`config.mk`:
```
export PLATFORM = sky130hd
export DESIGN_NAME = change_dispenser
export DESIGN_NICKNAME = d
export VERILOG_FILES = /design/src/rtl/change_dispenser_pkg.sv /design/src/rtl/change_dispenser_coin_select.sv /design/src/rtl/change_dispenser.sv
export SDC_FILE = /design/constraint.sdc
export NUM_CORES = 1
export LEC_CHECK = 0
export ABC_AREA = 1
export BUFFER_PORTS_ARGS = -buffer_cell sky130_fd_sc_hd__buf_2
export CAP_MARGIN = 20
export CORE_MARGIN = 5
export CORE_UTILIZATION = 23
export CTS_BUF_LIST = sky130_fd_sc_hd__clkbuf_8
export DETAILED_ROUTE_END_ITERATION = 6
export SYNTH_ARGS = -nofsm -noshare
export SYNTH_HDL_FRONTEND = slang
export SYNTH_SLANG_ARGS = --single-unit
```
`constraint.sdc`:
```
create_clock -name clk -period 5 [get_ports clk]
set_clock_uncertainty 0.05 [all_clocks]
set_input_delay 0.75 -clock clk [delete_from_list [all_inputs] [get_ports clk]]
set_output_delay 0.75 -clock clk [all_outputs]
set_load 0.05 [all_outputs]
```
`src/rtl/change_dispenser_pkg.sv`:
```
// Shared types for the coin-return path: coin denominations, their values in
// half-yuan units, and the dispenser state encoding.
package change_dispenser_pkg;

  typedef enum logic [1:0] {
    COIN_0P5 = 2'd0,
    COIN_1   = 2'd1,
    COIN_5   = 2'd2,
    COIN_10  = 2'd3
  } coin_t;

  localparam int NUM_COINS  = 4;
  localparam int COIN_VAL_W = 5;

  typedef enum logic [2:0] {
    ST_IDLE,
    ST_SELECT,
    ST_EJECT,
    ST_GAP,
    ST_DONE
  } disp_state_t;

  // Face value of a coin in 0.5 CNY units.
  function automatic logic [COIN_VAL_W-1:0] coin_val(input coin_t coin);
    case (coin)
      COIN_10: return 5'd20;
      COIN_5:  return 5'd10;
      COIN_1:  return 5'd2;
      default: return 5'd1;
    endcase
  endfunction

endpackage

```
`src/rtl/change_dispenser_coin_select.sv`:
```
// Combinational greedy picker: largest coin whose value fits in the remaining
// amount and whose stock is non-empty.
module coin_select
  import change_dispenser_pkg::*;
#(
  parameter int AMT_W = 8
) (
  input  logic [AMT_W-1:0]     remaining_i,
  input  logic [NUM_COINS-1:0] stock_nz_i,
  output logic                 found_o,
  output coin_t                coin_o
);

  // Scan smallest to largest so the last eligible denomination wins.
  always_comb begin
    // NOTE: defaults first, so every path assigns every output and no latch is inferred.
    found_o = 1'b0;
    coin_o  = COIN_0P5;
    for (int i = 0; i < NUM_COINS; i++) begin
      if (stock_nz_i[i] &&
          (32'(coin_val(coin_t'(i[1:0]))) <= 32'(remaining_i))) begin
        found_o = 1'b1;
        coin_o  = coin_t'(i[1:0]);
      end
    end
  end

endmodule

```
`src/rtl/change_dispenser.sv`:
```
// Coin-return sequencer: pays a refund one coin per eject handshake, greedy
// largest-first, from per-denomination stocks, then reports any shortfall.
// Optional macro CHANGE_TIMEOUT_EN adds an eject_ack timeout that flags a jam,
// empties the jammed denomination and continues with smaller coins.
module change_dispenser
  import change_dispenser_pkg::*;
#(
  parameter int AMT_W       = 8,
  parameter int STOCK_W     = 6,
  parameter int GAP_CYCLES  = 2,
  parameter int ACK_TIMEOUT = 255
) (
  input  logic               clk,
  input  logic               rst,
  input  logic               req_valid,
  input  logic [AMT_W-1:0]   req_amount,
  output logic               req_ready,
  input  logic               load_en,
  input  coin_t              load_coin,
  input  logic [STOCK_W-1:0] load_count,
  output logic               eject_valid,
  output coin_t              eject_coin,
  input  logic               eject_ack,
  output logic               busy,
  output logic               done,
  output logic [AMT_W-1:0]   shortfall,
  output logic               jam
);

  localparam int GAP_W = (GAP_CYCLES > 1) ? $clog2(GAP_CYCLES) : 1;

  disp_state_t        state_q;
  logic [AMT_W-1:0]   remaining_q;
  logic [STOCK_W-1:0] stock_q [NUM_COINS];
  logic [GAP_W-1:0]   gap_cnt_q;
  logic               eject_valid_q;
  coin_t              eject_coin_q;
  logic               done_q;
  logic [AMT_W-1:0]   shortfall_q;

`ifdef CHANGE_TIMEOUT_EN
  localparam int ACK_W = (ACK_TIMEOUT > 1) ? $clog2(ACK_TIMEOUT) : 1;
  logic [ACK_W-1:0]   ack_cnt_q;
  logic               jam_q;
`endif

  logic [NUM_COINS-1:0] stock_nz;
  logic                 sel_found;
  coin_t                sel_coin;

  // Flag which denominations still have coins available.
  always_comb begin
    for (int i = 0; i < NUM_COINS; i++) begin
      stock_nz[i] = (stock_q[i] != '0);
    end
  end

  coin_select #(
    .AMT_W (AMT_W)
  ) u_coin_select (
    .remaining_i (remaining_q),
    .stock_nz_i  (stock_nz),
    .found_o     (sel_found),
    .coin_o      (sel_coin)
  );

  // Dispenser FSM with stock bookkeeping and registered handshake outputs.
  always_ff @(posedge clk) begin
    if (rst) begin
      state_q       <= ST_IDLE;
      remaining_q   <= '0;
      // NOTE: the stock array is cleared on reset because an aborted refund must not leave stale counts behind.
      for (int i = 0; i < NUM_COINS; i++) begin
        stock_q[i] <= '0;
      end
      gap_cnt_q     <= '0;
      eject_valid_q <= 1'b0;
      eject_coin_q  <= COIN_0P5;
      done_q        <= 1'b0;
      shortfall_q   <= '0;
`ifdef CHANGE_TIMEOUT_EN
      ack_cnt_q     <= '0;
      jam_q         <= 1'b0;
`endif
    end else begin
      // NOTE: non-blocking assignments keep every register update in step with the clock edge.
      done_q <= 1'b0;
`ifdef CHANGE_TIMEOUT_EN
      jam_q  <= 1'b0;
`endif
      case (state_q)
        ST_IDLE: begin
          if (load_en) begin
            stock_q[load_coin] <= load_count;
          end
          if (req_valid) begin
            remaining_q <= req_amount;
            shortfall_q <= '0;
            state_q     <= ST_SELECT;
          end
        end

        ST_SELECT: begin
          if (remaining_q == '0) begin
            shortfall_q <= '0;
            done_q      <= 1'b1;
            state_q     <= ST_DONE;
          end else if (!sel_found) begin
            shortfall_q <= remaining_q;
            done_q      <= 1'b1;
            state_q     <= ST_DONE;
          end else begin
            eject_coin_q  <= sel_coin;
            eject_valid_q <= 1'b1;
`ifdef CHANGE_TIMEOUT_EN
            ack_cnt_q     <= '0;
`endif
            state_q       <= ST_EJECT;
          end
        end

        ST_EJECT: begin
          if (eject_ack) begin
            remaining_q           <= remaining_q - AMT_W'(coin_val(eject_coin_q));
            stock_q[eject_coin_q] <= stock_q[eject_coin_q] - STOCK_W'(1);
            eject_valid_q         <= 1'b0;
            if (GAP_CYCLES == 0) begin
              state_q <= ST_SELECT;
            end else begin
              gap_cnt_q <= GAP_W'(GAP_CYCLES - 1);
              state_q   <= ST_GAP;
            end
          end
`ifdef CHANGE_TIMEOUT_EN
          else if (ack_cnt_q == ACK_W'(ACK_TIMEOUT - 1)) begin
            // Treat the denomination as jammed: stop using it, keep the balance.
            jam_q                 <= 1'b1;
            stock_q[eject_coin_q] <= '0;
            eject_valid_q         <= 1'b0;
            state_q               <= ST_SELECT;
          end else begin
            ack_cnt_q <= ack_cnt_q + ACK_W'(1);
          end
`endif
        end

        ST_GAP: begin
          if (gap_cnt_q == '0) begin
            state_q <= ST_SELECT;
          end else begin
            gap_cnt_q <= gap_cnt_q - GAP_W'(1);
          end
        end

        ST_DONE: begin
          state_q <= ST_IDLE;
        end

        default: begin
          state_q <= ST_IDLE;
        end
      endcase
    end
  end

  assign req_ready   = (state_q == ST_IDLE);
  assign busy        = (state_q != ST_IDLE);
  assign eject_valid = eject_valid_q;
  assign eject_coin  = eject_coin_q;
  assign done        = done_q;
  assign shortfall   = shortfall_q;

`ifdef CHANGE_TIMEOUT_EN
  assign jam = jam_q;
`else
  assign jam = 1'b0;
`endif

endmodule

```
After elaboration in Yosys (flattened, before gate mapping)
Memories as Yosys holds them, arrays and structs flattened. A register that Yosys moved wholly into a read port is not among the register bits.
Index checks and enable logic that the tools add are counted.

storage, ports and cells
  output and inout port bits = 15
  bits in writable memories = 24
  input port bits = 21
  logic and storage cells = 104
  memories = 1
  flip-flop bits (word level) = 24

memories
  name     depth  bits a word  read ports  clocked after memory_dff  write ports  RTL line                text
  stock_q  4      6            5           1                         4            change_dispenser.sv:34  logic [STOCK_W-1:0] stock_q [NUM_COINS];

cells by class
  mux-type cells = 51
  bitwise logic cells = 2
  add/sub/neg operators = 3
  reduce and logical (&&, ||, !) cells = 24
  $lt $le $gt $ge = 4
  equality and inequality tests = 12

operators by type and width
  operator               number
  $mux W8                5
  $pmux W8 S2            2
  $mux W1                24
  $reduce_bool A6 Y1     4
  $mux W3                5
  $mux W5                3
  $pmux W5 S3            1
  $mux W2                6
  $mux W6                2
  $pmux W3 S4            1
  $reduce_and A3 Y1      4
  $reduce_or A6 Y1       2
  $ne A2 B2 Y1 const B   5
  $le A1 B8 Y1 const A   1
  $le A2 B8 Y1 const A   1
  $le A4 B8 Y1 const A   1
  $le A5 B8 Y1 const A   1
  $logic_not A8 Y1       1
  $reduce_bool A2 Y1     4
  $sub A8 B5 Y8          1
  $eq A3 B2 Y1 const B   2
  $sub A6 B1 Y6 const B  1
  $eq A2 B2 Y1 const B   2
  $logic_and A1 B1 Y1    4
  other kinds (11)       13

Depth between registers and ports, before layout
Gate-level depths: netlist of the first run.
An unclocked memory read counts as a cell.

  depth after elaboration = 10
  mapped depth = 12
  gate-level depth less buffers = 12

Cells and area by module
A second synthesis of the first run with hierarchy kept.

second synthesis, totals
  cells, all modules = 372
  area, all modules = 2866.5 um2

modules (own cells, without submodules)
  module            cells each  times used  area an instance (um2)
  change_dispenser  343         1           2737.6
  coin_select       29          1           128.9

Least setup slack after synthesis of the first run
OpenSTA, ideal clock, no wires.

  path type = register -> register
  start = register eject_coin_q[0], in the netlist eject_coin[0]
  end = register remaining_q[6]
  path buffers = 0
  arrival = 2204 ps
  cell stages (with the launch flop) = 12
  path slack = 2610 ps
  cell sequence = dfxtp_1 > inv_1 > ha_1 > inv_1 > fa_1 > nand3_1 > nand2_1 > nand2_1 > nand3_1 > xor2_1 > o21ai_0 > a21oi_1

between the ends
  cells in the longest elaborated chain, start to end = 8

ends and longest elaborated chain
  item                                          RTL line                    text
  from (decl)                                   change_dispenser.sv:37      coin_t eject_coin_q;
  from (signal assigned)                        change_dispenser.sv:113     eject_coin_q <= sel_coin;
  $eq A2 B1 Y1 or $eq A2 B2 Y1 (tied branches)  change_dispenser_pkg.sv:25  case (coin)
  $pmux W5 S3 *                                 change_dispenser_pkg.sv:25
  $mux W5 *                                     change_dispenser.sv:123     if (eject_ack) begin
  $mux W5 *                                     change_dispenser.sv:91      case (state_q)
  $mux W5 *                                     change_dispenser.sv:69      if (rst) begin
  $sub A8 B5 Y8 *                               change_dispenser.sv:124     remaining_q <= remaining_q - AMT_W'(coin_val(eject_coin_q));
  $mux W8 *                                     change_dispenser.sv:123
  $pmux W8 S2 *                                 change_dispenser.sv:91
  to (signal assigned)                          change_dispenser.sv:97      remaining_q <= req_amount;
  to (signal assigned)                          change_dispenser.sv:124
  to (decl)                                     change_dispenser.sv:33      logic [AMT_W-1:0] remaining_q;

Every way passes the cells marked *; elsewhere a longest branch is shown, timed or not. The select of a mux whose other input is x is not followed.
A chain may end at the register's enable or synchronous reset.

==> reports/results.env, run 1 <==
OUTCOME='finished, final reports clean'
FIN_TOTAL_PWR_W=0.001979
GRT_ANTENNA_BEFORE_REPAIR=0
FINAL.FILL_COUNT=1318
GRT_PASS1_WL_UM=11790
POWER.SEQUENTIAL.FRACTION_PCT=33.3
CLK_PIN_SLEW_WORST_PATHS_NS=0.09
POST_CTS_RESIZE_COUNT=0
FIRST_PASS_ITERS=4
DIE-WIDTH_UM=121.0
H_TREE_LEVEL_COUNT=2
N_ANTENNA_CELL=0
MOST_USED_DFF_POST_SYNTH='sky130_fd_sc_hd__dfxtp_1'
POWER.CLOCK.FRACTION_PCT=12.8
NETLIST_AREA_UM2=2833
NUMBER_OF_DRC_MARKERS_IN_ITERATION_0=226
PORT_BUFFERS=34
YOSYSSEQAREASHARE_PCT=43.82
PIN_COUNT_OF_THE_BIGGEST_NET_ENTERING_GLOBAL_ROUTING=22
DIE_AREA_UM2=14640
GLOBAL_ROUTE.USAGE.TOTAL_PCT=10.07
HOLD_VIOLATIONS=0
ROUTABILITYCONGESTION=0.8638
NETLIST.AREA_LEADER.SHARE_PCT=25.44
FINALMAXSLEWVIOLATIONS=0
INITIAL_UTILIZATION_PCT=23.49
POWER.SWITCHING_FRACTION_PCT=49.77
POST-DP-HPWL_UM=5614
CELLPOWERDENSITY_nW_PER_UM2=605.4
PLACED_CELLS=573
CORE_AREA_UM2=12060
RELATIVE_AREA_CHANGE_FROM_SYNTHESIS_TO_FINAL_LAYOUT_PCT=15.42
ENDPOINT='stock_q[3][0]'
HOLDBUFCOUNTCTS=0
DETAIL_ROUTE.WL_PER_CELL_UM=12.17
POSTSYNTHAREAPERCELL_UM2=7.474
SEQ_AREA_UM2=1241
FINAL_CORE_UTILIZATION_PCT=27.11
SYNTH.LARGEST_AREA_CELL='sky130_fd_sc_hd__edfxtp_1'
R2R_DEPTH=11
MAPPEDNETLISTNETS=410
NUMBER_OF_CELLS_IN_THE_FINISHED_LAYOUT_APART_FROM_FILLERS=581
RELSLEWSLACK_PCT=55.94
CTS-BUFFERS-INSERTED=5
SETUP.WORST_PATH.START_CLASS='input port'
CTS.PATH.MAX_BUFFERS=2
YOSYSWARNINGS=0
WORSTHOLDPATHTYPE='register to register'
VIASPERCELL=4.346
SYNTHESIS.INSTANCES=379
FIRST_GLOBAL_VIAS=2512
PLACEMENTROWS=40
TOTAL_SWITCHING_POWER_W=0.0009852
SYNTH_ENABLE_FLOP_CELLS=24
DESIGN.FINAL.NETS=443
CRITICAL_PATH_CLASS='input port to register'
R2R_END='stock_q[0][4]'
STATIC_LEAKAGE_POWER_nW=1.451
ROUTE.DETAILED.DRC=0
CRITPATHCAPTURETYPE='register'
MIN_PERIOD_NS=2.575
YOSYSUNIQUECELLTYPES=36
DIE_Y_UM=121.0
MIN_PERIOD_OVER_PERIOD_PCT=51.50
SETUP.WORST_PATH.START='rst'
POST_ROUTE_CELLS_DRIVE_ABOVE_1_SHARE_PCT=15.25
VIA_COUNT=2525
CTS_POST_SETUP_BUFFERS_INSERTED=0
COMBPWRFRAC_PCT=53.9
WORSTPATHREQUIRED_NS=4.89
DRT-TOTAL-WL_UM=7070
MULTIINPUTGATEAREA_UM2=1371
TRITONCTS='yes'
CLOCK_LATENCY_NS=0.31
SYNTH-ASYNC-RESET-RATIO_PCT=0
IRDROPWORSTVDD_mV=0.4205
TIMING.CRITICAL_PATH.ARRIVAL_NS=2.47
OVERFLOW=0
FIN_SETUP_TNS_NS=0
REG2REG_SLACK_NS=2.57
DRTANTENNAVIOLNETS=0
TIMING_WORST_SLEW_PIN_VALUE_NS=0.6579
IOS=36
SETUP-VIOLATIONS-FINAL=0
GRT_SETUP_UNREPAIRED='no'
CTS-ROOT-BUF='sky130_fd_sc_hd__clkbuf_8'
FMAX_MHz=388.4
CAP_VIOL_MAX_COUNT=0
TIMING.CRITICAL_PATH.FANOUT_MAX=21
CTS_NUM_SINKS=50
LEADING_CELL_TYPES_BY_TOTAL_AREA_AFTER_SYNTHESIS='sky130_fd_sc_hd__edfxtp_1, sky130_fd_sc_hd__dfxtp_1, sky130_fd_sc_hd__nand2_1, sky130_fd_sc_hd__nor2_1, sky130_fd_sc_hd__inv_1'
POWER.INTERNAL_W=0.0009942
YS_FF_LATCH=50
## metrics by stage
step                setup slack [ns]  instance area [um2]  hold slack, ns
finish                         2.425                 3269          0.4339
global route                   2.232                 3269          0.4627
CTS                            2.421                 3269          0.4347
detailed placement             2.079                 3169          0.4147
global placement               2.206                 3169          0.4221
floorplan                      2.610                 2833          0.3941
## how the worst min path moves through the flow
stage	start	endpoint	slack, ns	depth (start not counted)
6_report	gap_cnt_q	gap_cnt_q	0.43	2
2_1_floorplan	gap_cnt_q	gap_cnt_q	0.39	2
3_3_place_gp	shortfall[5]	shortfall[5]	0.42	2
4_1_cts	eject_valid	eject_valid	0.43	2
3_5_place_dp	eject_valid	eject_valid	0.41	2
5_1_grt	gap_cnt_q	gap_cnt_q	0.46	2
## flip-flops by register name, indices dropped and copies added (netlist names), named ones only
name and count:
stock_q 24, remaining_q 8, shortfall 8, state_q 3
eject_coin 2, done 1, eject_valid 1, gap_cnt_q 1
## synthesized netlist by cell type (all sizes together), types with 4 or more instances
cell	number
xor2	4
inv	47
dfxtp	26
nand2	103
a31oi	4
a21oi	27
ha	9
o22ai	4
buf	7
edfxtp	24
nor2	62
o21ai	19
nand3	27
## layer usage
metal	up-vias	wire (um)	track usage (%)	share of wire [%]
li1	1287	-	-	-
met1	1158	3365	12.85	48
met2	75	3250	17.33	46
met3	5	389	2.051	5.5
met4	0	65	2.550	0.92
met5	-	0	0	0
## layout by cell type, fill, tap and decap left out
cell type / synthesis / final
sky130_fd_sc_hd__o22ai_1: 2 / 2
sky130_fd_sc_hd__nand2_4: 1 / 1
sky130_fd_sc_hd__nor2_4: 3 / 3
sky130_fd_sc_hd__nor3_2: 1 / 1
sky130_fd_sc_hd__nand3_2: 1 / 1
sky130_fd_sc_hd__xnor2_1: 1 / 1
sky130_fd_sc_hd__clkinv_4: 0 / 2
sky130_fd_sc_hd__or2_2: 2 / 2
sky130_fd_sc_hd__fa_1: 1 / 1
sky130_fd_sc_hd__nand3_4: 1 / 1
sky130_fd_sc_hd__a31oi_1: 4 / 4
sky130_fd_sc_hd__clkbuf_8: 0 / 6
sky130_fd_sc_hd__o21a_1: 3 / 3
sky130_fd_sc_hd__conb_1: 1 / 1
sky130_fd_sc_hd__nand2b_1: 1 / 1
sky130_fd_sc_hd__inv_2: 5 / 5
sky130_fd_sc_hd__ha_1: 9 / 9
sky130_fd_sc_hd__nor2_2: 1 / 1
sky130_fd_sc_hd__or3_1: 1 / 1
sky130_fd_sc_hd__a21oi_1: 27 / 27
sky130_fd_sc_hd__nand3_1: 25 / 25
sky130_fd_sc_hd__o22ai_2: 2 / 2
sky130_fd_sc_hd__or2_1: 1 / 1
sky130_fd_sc_hd__dfxtp_1: 26 / 26
sky130_fd_sc_hd__nor2_1: 58 / 58
sky130_fd_sc_hd__buf_2: 5 / 34
sky130_fd_sc_hd__a32oi_1: 1 / 1
sky130_fd_sc_hd__nand4_1: 1 / 1
sky130_fd_sc_hd__nand2_1: 98 / 98
sky130_fd_sc_hd__o21ai_1: 8 / 8
sky130_fd_sc_hd__xor2_1: 4 / 4
sky130_fd_sc_hd__edfxtp_1: 24 / 24
sky130_fd_sc_hd__nor3_1: 1 / 1
sky130_fd_sc_hd__nand2_2: 4 / 4
sky130_fd_sc_hd__o21ai_0: 11 / 11
sky130_fd_sc_hd__inv_1: 42 / 42
## kinds of logic (layout without fill, tap and decap cells)
logic type	Yosys count	count (layout)	share of synthesized area, %
xor+xnor	5	5	1.546
compound gates	58	58	11.44
buf+inv	55	89	7.773
fa+ha+maj	10	10	4.682
other cells	1	1	0.1324
flops	50	50	43.82
simple gates	200	200	30.61
## worst max-delay path, stage by stage
cell	delay (ns)
sky130_fd_sc_hd__buf_2	0.22
sky130_fd_sc_hd__inv_1	0.35
sky130_fd_sc_hd__nand2_1	0.36
sky130_fd_sc_hd__o22ai_2	0.14
sky130_fd_sc_hd__inv_1	0.08
sky130_fd_sc_hd__nand2_1	0.05
sky130_fd_sc_hd__a31oi_1	0.50
## final cells by class
| type | count | area share [%] |
|---|---|---|
| clock buffer | 6 | 2.526 |
| clock inverter | 2 | 0.5358 |
| inverter | 47 | 5.396 |
| multi-input combinational | 274 | 41.94 |
| sequential | 50 | 37.96 |
| tap | 168 | 6.429 |
| timing repair buffer | 34 | 5.205 |
## power by group through the flow
stage	sequential (W)	combinational [W]	clock (W)
6_report	0.000658	0.00107	0.000254
5_1_grt	0.000676	0.00121	0.000278
4_1_cts	0.000658	0.00106	0.000258
3_5_place_dp	0.000666	0.00106	0
3_3_place_gp	0.000664	0.00105	0
2_1_floorplan	0.000747	0.000749	0
Power figures use the tool's default switching activity.
==> inputs of run 2 (changes only) <==
ABC_AREA = 0   (was 1)
clock period = 2.21 ns   (was 5 ns; I/O delays follow)
==> reports/results.env, run 2 <==
YOSYSSEQAREASHARE_PCT=46.49  # was 43.82%
TOTAL_SWITCHING_POWER_W=0.0009810  # was 0.0009852 W
CTS.PATH.MAX_BUFFERS=2  # unchanged
TIMING.CRITICAL_PATH.FANOUT_MAX=4  # was 21
HOLD_VIOLATIONS=0  # unchanged
GRT_SETUP_UNREPAIRED='yes'  # was no
CTS-BUFFERS-INSERTED=5  # unchanged
CORE_AREA_UM2=11420  # was 12060 um2
ROUTE.DETAILED.DRC=0  # unchanged
YS_FF_LATCH=50  # unchanged
YOSYSUNIQUECELLTYPES=46  # was 36
POWER.INTERNAL_W=0.001865  # was 0.0009942 W
POWER.CLOCK.FRACTION_PCT=22.6  # was 12.8%
YOSYS.CELL_COUNT.TOP_TYPE='sky130_fd_sc_hd__nor2_1'  # was sky130_fd_sc_hd__nand2_1
RELATIVE_AREA_CHANGE_FROM_SYNTHESIS_TO_FINAL_LAYOUT_PCT=27.60  # was 15.42%
TRITONCTS='yes'  # unchanged
NETLIST_AREA_UM2=2670  # was 2833 um2
POSTSYNTHAREAPERCELL_UM2=9.639  # was 7.474 um2
PIN_COUNT_OF_THE_BIGGEST_NET_ENTERING_GLOBAL_ROUTING=31  # was 22
FIN_TOTAL_PWR_W=0.002846  # was 0.001979 W
FIN_SETUP_TNS_NS=0  # unchanged
IRDROPWORSTVDD_mV=0.3517  # was 0.4205 mV
FINAL.FILL_COUNT=1226  # was 1318
MOSTFREQUENTLAYOUTCELL='sky130_fd_sc_hd__nor2_1'  # was sky130_fd_sc_hd__nand2_1
DIE-WIDTH_UM=117.7  # was 121.0 um
ROUTABILITYCONGESTION=0.8783  # was 0.8638
GLOBAL_ROUTE.USAGE.TOTAL_PCT=9.991  # was 10.07%
DRTANTENNAVIOLNETS=0  # unchanged
IOS=36  # unchanged
VIASPERCELL=4.676  # was 4.346
COMBPWRFRAC_PCT=36.2  # was 53.9%
DIE_AREA_UM2=13860  # was 14640 um2
LARGEST_REGISTER_FF_COUNT=24  # unchanged
LEADING_CELL_TYPES_BY_TOTAL_AREA_AFTER_SYNTHESIS='sky130_fd_sc_hd__edfxtp_1, sky130_fd_sc_hd__dfxtp_1, sky130_fd_sc_hd__nor2_1, sky130_fd_sc_hd__mux4_2, sky130_fd_sc_hd__ha_1'  # was sky130_fd_sc_hd__edfxtp_1, sky130_fd_sc_hd__dfxtp_1, sky130_fd_sc_hd__nand2_1, sky130_fd_sc_hd__nor2_1, sky130_fd_sc_hd__inv_1
NETLIST.AREA_LEADER.SHARE_PCT=26.99  # was 25.44%
REG2REG_SLACK_NS=0.03  # was 2.57 ns
WORST_HOLD_SLACK_NS=0.2470  # was 0.4339 ns
CRIT_PATH_CELL_TRACE='mux4_2 -> inv_1 -> ha_1 -> nor3b_2 -> xnor2_1 -> nor2_1 -> a21oi_2 -> nor2_1'  # was buf_2 -> inv_1 -> nand2_1 -> o22ai_2 -> inv_1 -> nand2_1 -> a31oi_1
PATH_COMMON_CELL='sky130_fd_sc_hd__nor2_1'
OUTCOME='finished, final reports clean'  # unchanged
DIE_Y_UM=117.7  # was 121.0 um
SETUP.WORST_PATH.START_CLASS='register'  # was input port
CRITICAL_PATH.SLOWEST_CELL='sky130_fd_sc_hd__mux4_2'  # was sky130_fd_sc_hd__a31oi_1
CTS_NUM_SINKS=50  # unchanged
MOST_USED_DFF_POST_SYNTH='sky130_fd_sc_hd__dfxtp_1'  # unchanged
FINAL_CELL_MIX='sky130_fd_sc_hd__nor2_1, sky130_fd_sc_hd__buf_2, sky130_fd_sc_hd__buf_4'  # was sky130_fd_sc_hd__nand2_1, sky130_fd_sc_hd__nor2_1, sky130_fd_sc_hd__inv_1
VIA_COUNT=2249  # was 2525
SYNTH.LARGEST_AREA_CELL='sky130_fd_sc_hd__edfxtp_1'  # unchanged
COUNT_OF_BUFFER_AND_INVERTER_CELLS_ON_THE_CRITICAL_PATH=1  # was 3
HOLDBUFCOUNTCTS=0  # unchanged
CRITICAL_PATH_CLASS='register to register'  # was input port to register
PLACEMENTROWS=39  # was 40
GRT_ANTENNA_BEFORE_REPAIR=0  # unchanged
GRT_PASS1_WL_UM=11580  # was 11790 um
INITIAL_UTILIZATION_PCT=23.38  # was 23.49%
SYNTH_ENABLE_FLOP_CELLS=24  # unchanged
H_TREE_LEVEL_COUNT=2  # unchanged
POSTLAYOUTCELLAREA_UM2=3407  # was 3269 um2
SYNTHESIS.INSTANCES=277  # was 379
NUMBER_OF_DRC_MARKERS_IN_ITERATION_0=120  # was 226
TIMING.CRITICAL_PATH.SLOWEST_CELL_DELAY_NS=0.53  # was 0.50 ns
OVERFLOW=0  # unchanged
WORSTHOLDPATHTYPE='input port to register'  # was register to register
CELLPOWERDENSITY_nW_PER_UM2=835.2  # was 605.4 nW/um2
FINALMAXSLEWVIOLATIONS=0  # unchanged
TIMING.CRITICAL_PATH.ARRIVAL_NS=2.18  # was 2.47 ns
POST-DP-HPWL_UM=5581  # was 5614 um
MAX_FLOP_REGISTER='stock_q'  # unchanged
TOTAL_PLACED_INSTANCE_AREA_UM2=3189  # was 3169 um2
POST_ROUTE_CELLS_DRIVE_ABOVE_1_SHARE_PCT=31.36  # was 15.25%
WORSTPATHREQUIRED_NS=2.21  # was 4.89 ns
TIMING_WORST_SLEW_PIN_VALUE_NS=0.5045  # was 0.6579 ns
RELSLEWSLACK_PCT=66.16  # was 55.94%
YOSYSWARNINGS=0  # unchanged
CTS-ROOT-BUF='sky130_fd_sc_hd__clkbuf_8'  # unchanged
POWER.SEQUENTIAL.FRACTION_PCT=41.2  # was 33.3%
SYNTH-ASYNC-RESET-RATIO_PCT=0  # unchanged
FMAX_MHz=459.1
MIN_PERIOD_OVER_PERIOD_PCT=98.57
CRITPATHCAPTURETYPE='register'  # unchanged
N_ANTENNA_CELL=0  # unchanged
CLK_PIN_SLEW_WORST_PATHS_NS=0.09  # about the same
DESIGN.FINAL.NETS=368  # was 443
CPLARGESTDELAYFAMILY='multiplexers'  # was buffers and inverters
DETAIL_ROUTE.WL_PER_CELL_UM=15.09  # was 12.17 um
MAPPEDNETLISTNETS=308  # was 410
SYNTH.CELLS.MOST_FREQUENT='sky130_fd_sc_hd__nor2_1, sky130_fd_sc_hd__dfxtp_1, sky130_fd_sc_hd__edfxtp_1'  # was sky130_fd_sc_hd__nand2_1, sky130_fd_sc_hd__nor2_1, sky130_fd_sc_hd__inv_1
CLOCK_LATENCY_NS=0.30  # was 0.31 ns
MIN_PERIOD_NS=2.178
FIRST_PASS_ITERS=4  # unchanged
PORT_BUFFERS=34  # unchanged
STATIC_LEAKAGE_POWER_nW=1.341  # was 1.451 nW
FIRST_GLOBAL_VIAS=2328  # was 2512
CAP_VIOL_MAX_COUNT=0  # unchanged
POWER.SWITCHING_FRACTION_PCT=34.47  # was 49.77%
SETUP-VIOLATIONS-FINAL=0  # unchanged
DRT-TOTAL-WL_UM=7257  # was 7070 um
[run 2: changes by cell type after synthesis, sizes merged, moves of 9 or more]
| cell | delta |
|---|---|
| inv | -29 |
| nor3 | +11 |
| nand2 | -90 |
| nor2 | -11 |
| nand3 | -23 |
| a22oi | +9 |
[run 2: final timing paths]
| path | startpoint | end | cells past startpoint |
|---|---|---|---|
| max | stock_q[3][0] | stock_q[1][4] | 8 |
| min reg2reg | shortfall[6] | shortfall[6] | 2 |
| min | eject_ack | eject_valid | 2 |
| max reg2reg | stock_q[3][0] | stock_q[1][4] | 8 |
[run 2: logic make-up after synthesis]
| logic type | count (synthesis) | synth area share (%) |
|---|---|---|
| and+or+nand+nor | 111 | 20.24 |
| other | 1 | 0.1404 |
| buffers and inverters | 28 | 4.358 |
| DFF | 50 | 46.49 |
| xor gates and xnor gates | 6 | 1.968 |
| muxes | 10 | 6.561 |
| AOI/OAI and AO/OA | 61 | 15.28 |
| adders and majority gates | 10 | 4.967 |
[run 2: repair_timing]
| action | in CTS | in global routing |
|---|---|---|
| pin swaps | 0 | 9 |
| buffers inserted | 0 | 2 |
| setup endpoints to repair | 20 | 32 |
| gates resized for setup | 3 | 22 |
[run 2: layout make-up]
class                   instances  area, um2  share of cell area [%]
multi-input cells             199       1409                   41.35
flip-flops and latches         50       1250                   36.69
repair buffers                 63      387.9                   11.38
well taps                     143      178.9                   5.252
inverters                      18      72.57                   2.130
clock buffers                   5      68.82                   2.020
clock inverters                 3      40.04                   1.175
[run 2: power by group through the flow]
stage	Combinational [W]	Sequential, W	Clock, W
3_5_place_dp	0.000939	0.00118	0
3_3_place_gp	0.000928	0.00118	0
4_1_cts	0.000947	0.00116	0.000662
6_report	0.00103	0.00117	0.000644
5_1_grt	0.00114	0.00118	0.000711
2_1_floorplan	0.000612	0.00119	0
[run 2: through the flow]
step / std cells / setup slack (ns) / utilization (%)
detailed placement: 471 / -0.1212 / 27.93
global route: 481 / -0.1108 / 29.84
CTS: 479 / 0.006027 / 28.98
global placement: 471 / -0.03655 / 27.93
finish: 481 / 0.03171 / 29.84
floorplan: 277 / 0.01141 / -
[run 2: layer usage]
metal | global-route usage (%) | up-vias | wire length, um
met3 | 2.259 | 9 | 302
met4 | 1.219 | 0 | 57
met5 | 0 | - | 0
li1 | - | 1119 | -
met2 | 16.97 | 53 | 3602
met1 | 13.36 | 1068 | 3296
==> inputs of run 3 (changes only) <==
SYNTH_HIERARCHICAL = 1   (was unset)
==> reports/results.env, run 3 <==
TOTAL_SWITCHING_POWER_W=0.001507  # was 0.0009810 W
HOLD_VIOLATIONS=0  # unchanged
LARGEST_REGISTER_FF_COUNT=24  # unchanged
PIN_COUNT_OF_THE_BIGGEST_NET_ENTERING_GLOBAL_ROUTING=17  # was 31
FIRST_PASS_ITERS=4  # unchanged
CRITICAL_PATH_CLASS='register to register'  # unchanged
MOST_USED_DFF_POST_SYNTH='sky130_fd_sc_hd__dfxtp_1'  # unchanged
DIE_AREA_UM2=14300  # was 13860 um2
YS_FF_LATCH=50  # unchanged
GRT_PASS1_WL_UM=11650  # was 11580 um
NETLIST_AREA_UM2=2761  # was 2670 um2
IOS=36  # unchanged
MAX_FLOP_REGISTER='stock_q'  # unchanged
IRDROPWORSTVDD_mV=0.6248  # was 0.3517 mV
OVERFLOW=0  # unchanged
REG2REG_SLACK_NS=-0.02  # was 0.03 ns
POWER.SWITCHING_FRACTION_PCT=38.85  # was 34.47%
CLK_PIN_SLEW_WORST_PATHS_NS=0.10  # was 0.09 ns
MAPPEDNETLISTNETS=323  # was 308
TIMING.CRITICAL_PATH.FANOUT_MAX=3  # was 4
GLOBAL_ROUTE.USAGE.TOTAL_PCT=10.06  # was 9.991%
FINALMAXSLEWVIOLATIONS=0  # unchanged
MIN_PERIOD_OVER_PERIOD_PCT=100.9  # was 98.57%
CTS_NUM_SINKS=50  # unchanged
CTS.PATH.MAX_BUFFERS=2  # unchanged
CRITPATHCAPTURETYPE='register'  # unchanged
PORT_BUFFERS=34  # unchanged
NUMBER_OF_DRC_MARKERS_IN_ITERATION_0=142  # was 120
RELSLEWSLACK_PCT=57.66  # was 66.16%
HOLDBUFCOUNTCTS=0  # unchanged
CRITICAL_PATH.REG2REG.STARTPOINT='eject_coin[1]'  # was stock_q[3][0]
HOLD_PATH_DEPTH=2  # unchanged
DIE-WIDTH_UM=119.6  # was 117.7 um
FIRST_GLOBAL_VIAS=2363  # was 2328
POST_ROUTE_CELLS_DRIVE_ABOVE_1_SHARE_PCT=40.06  # was 31.36%
POWER.SEQUENTIAL.FRACTION_PCT=32.6  # was 41.2%
POST-DP-HPWL_UM=5646  # was 5581 um
RELATIVE_AREA_CHANGE_FROM_SYNTHESIS_TO_FINAL_LAYOUT_PCT=34.39  # was 27.60%
CPLARGESTDELAYFAMILY='simple AND/OR/NAND/NOR gates'  # was multiplexers
SETUP.WORST_PATH.START_CLASS='register'  # unchanged
DETAIL_ROUTE.WL_PER_CELL_UM=14.53  # was 15.09 um
VIOLATIONS='setup timing'
TIMING_WORST_SLEW_PIN_VALUE_NS=0.6317  # was 0.5045 ns
POWER.CLOCK.FRACTION_PCT=16.8  # was 22.6%
LEADING_CELL_TYPES_BY_TOTAL_AREA_AFTER_SYNTHESIS='sky130_fd_sc_hd__edfxtp_1, sky130_fd_sc_hd__dfxtp_1, sky130_fd_sc_hd__nor2_1, sky130_fd_sc_hd__a21oi_1, sky130_fd_sc_hd__ha_1'  # was sky130_fd_sc_hd__edfxtp_1, sky130_fd_sc_hd__dfxtp_1, sky130_fd_sc_hd__nor2_1, sky130_fd_sc_hd__mux4_2, sky130_fd_sc_hd__ha_1
POSTSYNTHAREAPERCELL_UM2=9.457  # was 9.639 um2
SYNTH.LARGEST_AREA_CELL='sky130_fd_sc_hd__edfxtp_1'  # unchanged
SYNTH_ENABLE_FLOP_CELLS=24  # unchanged
TIMING.CRITICAL_PATH.SLOWEST_CELL_DELAY_NS=0.52  # was 0.53 ns
CLOCK_LATENCY_NS=0.30  # about the same
H_TREE_LEVEL_COUNT=2  # unchanged
ROUTE.DETAILED.DRC=0  # unchanged
INITIAL_UTILIZATION_PCT=23.18  # was 23.38%
YOSYSUNIQUECELLTYPES=56  # was 46
FINAL_CELL_MIX='sky130_fd_sc_hd__buf_4, sky130_fd_sc_hd__nor2_1, sky130_fd_sc_hd__buf_2'  # was sky130_fd_sc_hd__nor2_1, sky130_fd_sc_hd__buf_2, sky130_fd_sc_hd__buf_4
POWER.INTERNAL_W=0.002372  # was 0.001865 W
CTS-ROOT-BUF='sky130_fd_sc_hd__clkbuf_8'  # unchanged
MOSTFREQUENTLAYOUTCELL='sky130_fd_sc_hd__buf_4'  # was sky130_fd_sc_hd__nor2_1
DESIGN.FINAL.NETS=392  # was 368
OUTCOME='finished, violations left'  # was finished, final reports clean
SYNTHESIS.INSTANCES=292  # was 277
VIA_COUNT=2359  # was 2249
TOTAL_PLACED_INSTANCE_AREA_UM2=3371  # was 3189 um2
WORST_HOLD_SLACK_NS=0.2065  # was 0.2470 ns
R2R_END='remaining_q[5]'  # was stock_q[1][4]
COUNT_OF_BUFFER_AND_INVERTER_CELLS_ON_THE_CRITICAL_PATH=2  # was 1
WORST_HOLD_STARTPOINT='rst'  # was eject_ack
DRTANTENNAVIOLNETS=0  # unchanged
DRT-TOTAL-WL_UM=7397  # was 7257 um
SYNTH-ASYNC-RESET-RATIO_PCT=0  # unchanged
GRT_SETUP_UNREPAIRED='yes'  # unchanged
HOLD_PATH_END='eject_valid'  # unchanged
CRIT_PATH_CELL_TRACE='inv_4 -> ha_4 -> inv_4 -> ha_4 -> nor2b_4 -> o21ai_2 -> a21oi_2 -> or4_1 -> a21o_1 -> a21oi_2'  # was mux4_2 -> inv_1 -> ha_1 -> nor3b_2 -> xnor2_1 -> nor2_1 -> a21oi_2 -> nor2_1
GRT_ANTENNA_BEFORE_REPAIR=0  # unchanged
CELLPOWERDENSITY_nW_PER_UM2=1045  # was 835.2 nW/um2
CTS-BUFFERS-INSERTED=5  # unchanged
N_ANTENNA_CELL=0  # unchanged
POSTLAYOUTCELLAREA_UM2=3711  # was 3407 um2
PLACEMENTROWS=40  # was 39
VIASPERCELL=4.635  # was 4.676
YOSYSWARNINGS=6  # was 0
COMBPWRFRAC_PCT=50.6  # was 36.2%
R2R_DEPTH=10  # was 8
WORSTPATHREQUIRED_NS=2.41  # was 2.21 ns
FINAL.FILL_COUNT=1225  # was 1226
TIMING.CRITICAL_PATH.ARRIVAL_NS=2.42  # was 2.18 ns
NETLIST.AREA_LEADER.SHARE_PCT=26.10  # was 26.99%
CAP_VIOL_MAX_COUNT=0  # unchanged
DIE_Y_UM=119.6  # was 117.7 um
SYNTH.CELLS.MOST_FREQUENT='sky130_fd_sc_hd__nor2_1, sky130_fd_sc_hd__nand2_1, sky130_fd_sc_hd__a21oi_1, sky130_fd_sc_hd__dfxtp_1, sky130_fd_sc_hd__edfxtp_1'  # was sky130_fd_sc_hd__nor2_1, sky130_fd_sc_hd__dfxtp_1, sky130_fd_sc_hd__edfxtp_1
YOSYSSEQAREASHARE_PCT=44.95  # was 46.49%
FMAX_MHz=448.6  # was 459.1 MHz
POSTLAYOUTSETUPSLACKWORST_NS=-0.01911  # was 0.03171 ns
CORE_AREA_UM2=11910  # was 11420 um2
SETUP-VIOLATIONS-FINAL=1  # was 0
CRITICAL_PATH.SLOWEST_CELL='sky130_fd_sc_hd__or4_1'  # was sky130_fd_sc_hd__mux4_2
STATIC_LEAKAGE_POWER_nW=1.437  # was 1.341 nW
MIN_PERIOD_NS=2.229  # was 2.178 ns
TRITONCTS='yes'  # unchanged
YOSYS.CELL_COUNT.TOP_TYPE='sky130_fd_sc_hd__nor2_1'  # unchanged
ROUTABILITYCONGESTION=0.8205  # was 0.8783
WORSTHOLDPATHTYPE='input port to register'  # unchanged
run 3: per-layer routing:
layer	vias to the layer above	part of all wire [%]	track usage [%]
met1	1107	46	13.89
met5	-	0	0
met2	57	46	15.78
li1	1186	-	-
met4	0	1.1	2.935
met3	9	6.3	2.262
run 3: cell type report:
| type | instances | area, um2 | area share (%) |
|---|---|---|---|
| clock buffer | 5 | 68.82 | 1.854 |
| sequential | 50 | 1257 | 33.88 |
| multi-input combinational | 211 | 1595 | 42.99 |
| inverter | 16 | 67.56 | 1.821 |
| timing repair buffer | 77 | 496.7 | 13.39 |
| tap | 147 | 183.9 | 4.956 |
| clock inverter | 3 | 41.29 | 1.113 |
run 3: cells by family (layout without fill, tap and decap cells):
family,after synthesis,count (layout),synth area share (%)
simple gates,124,124,23.06
compound gates,62,62,14.50
flops,50,50,44.95
buf+inv,31,101,4.803
fa+ha+maj,10,10,4.803
xor+xnor,7,7,2.220
mux,7,7,5.528
other cells,1,1,0.1358
run 3: worst max-delay path by stage:
stage,from,cells past startpoint,to,slack [ns]
floorplan,eject_coin[1],10,remaining_q[6],-0.04
global placement,register,6,stock_q[2][5],-0.07
CTS,eject_coin[1],10,remaining_q[5],-0.04
global route,eject_coin[1],10,remaining_q[5],-0.1
finish,eject_coin[1],10,remaining_q[5],-0.02
detailed placement,register,6,stock_q[2][5],-0.09
run 3: timing repair:
action | CTS | global route
endpoints found under the setup margin | 14 | 57
pin swaps | 2 | 25
resized for setup | 3 | 44
setup buffers | 1 | 3
cloned | 0 | 0
run 3: metrics by stage:
stage / util [%] / TNS (ns) / worst slack, ns / total power, W / std cells
floorplan: - / -0.07774 / -0.04254 / 0.002382 / 292
global placement: 28.30 / -0.2093 / -0.06579 / 0.002916 / 497
detailed placement: 28.30 / -0.5943 / -0.09357 / 0.002939 / 497
CTS: 29.35 / -0.03700 / -0.03700 / 0.003637 / 506
global route: 31.16 / -0.6866 / -0.09765 / 0.004126 / 509
finish: 31.16 / -0.01911 / -0.01911 / 0.003878 / 509
run 3: power by group through the flow:
| stage | sequential (W) | combinational, W | clock (W) |
|---|---|---|---|
| 6_report | 0.00126 | 0.00196 | 0.000653 |
| 5_1_grt | 0.00129 | 0.00214 | 0.000702 |
| 4_1_cts | 0.00125 | 0.00172 | 0.000667 |
| 3_5_place_dp | 0.00127 | 0.00167 | 0 |
| 3_3_place_gp | 0.00126 | 0.00165 | 0 |
| 2_1_floorplan | 0.00131 | 0.00107 | 0 |
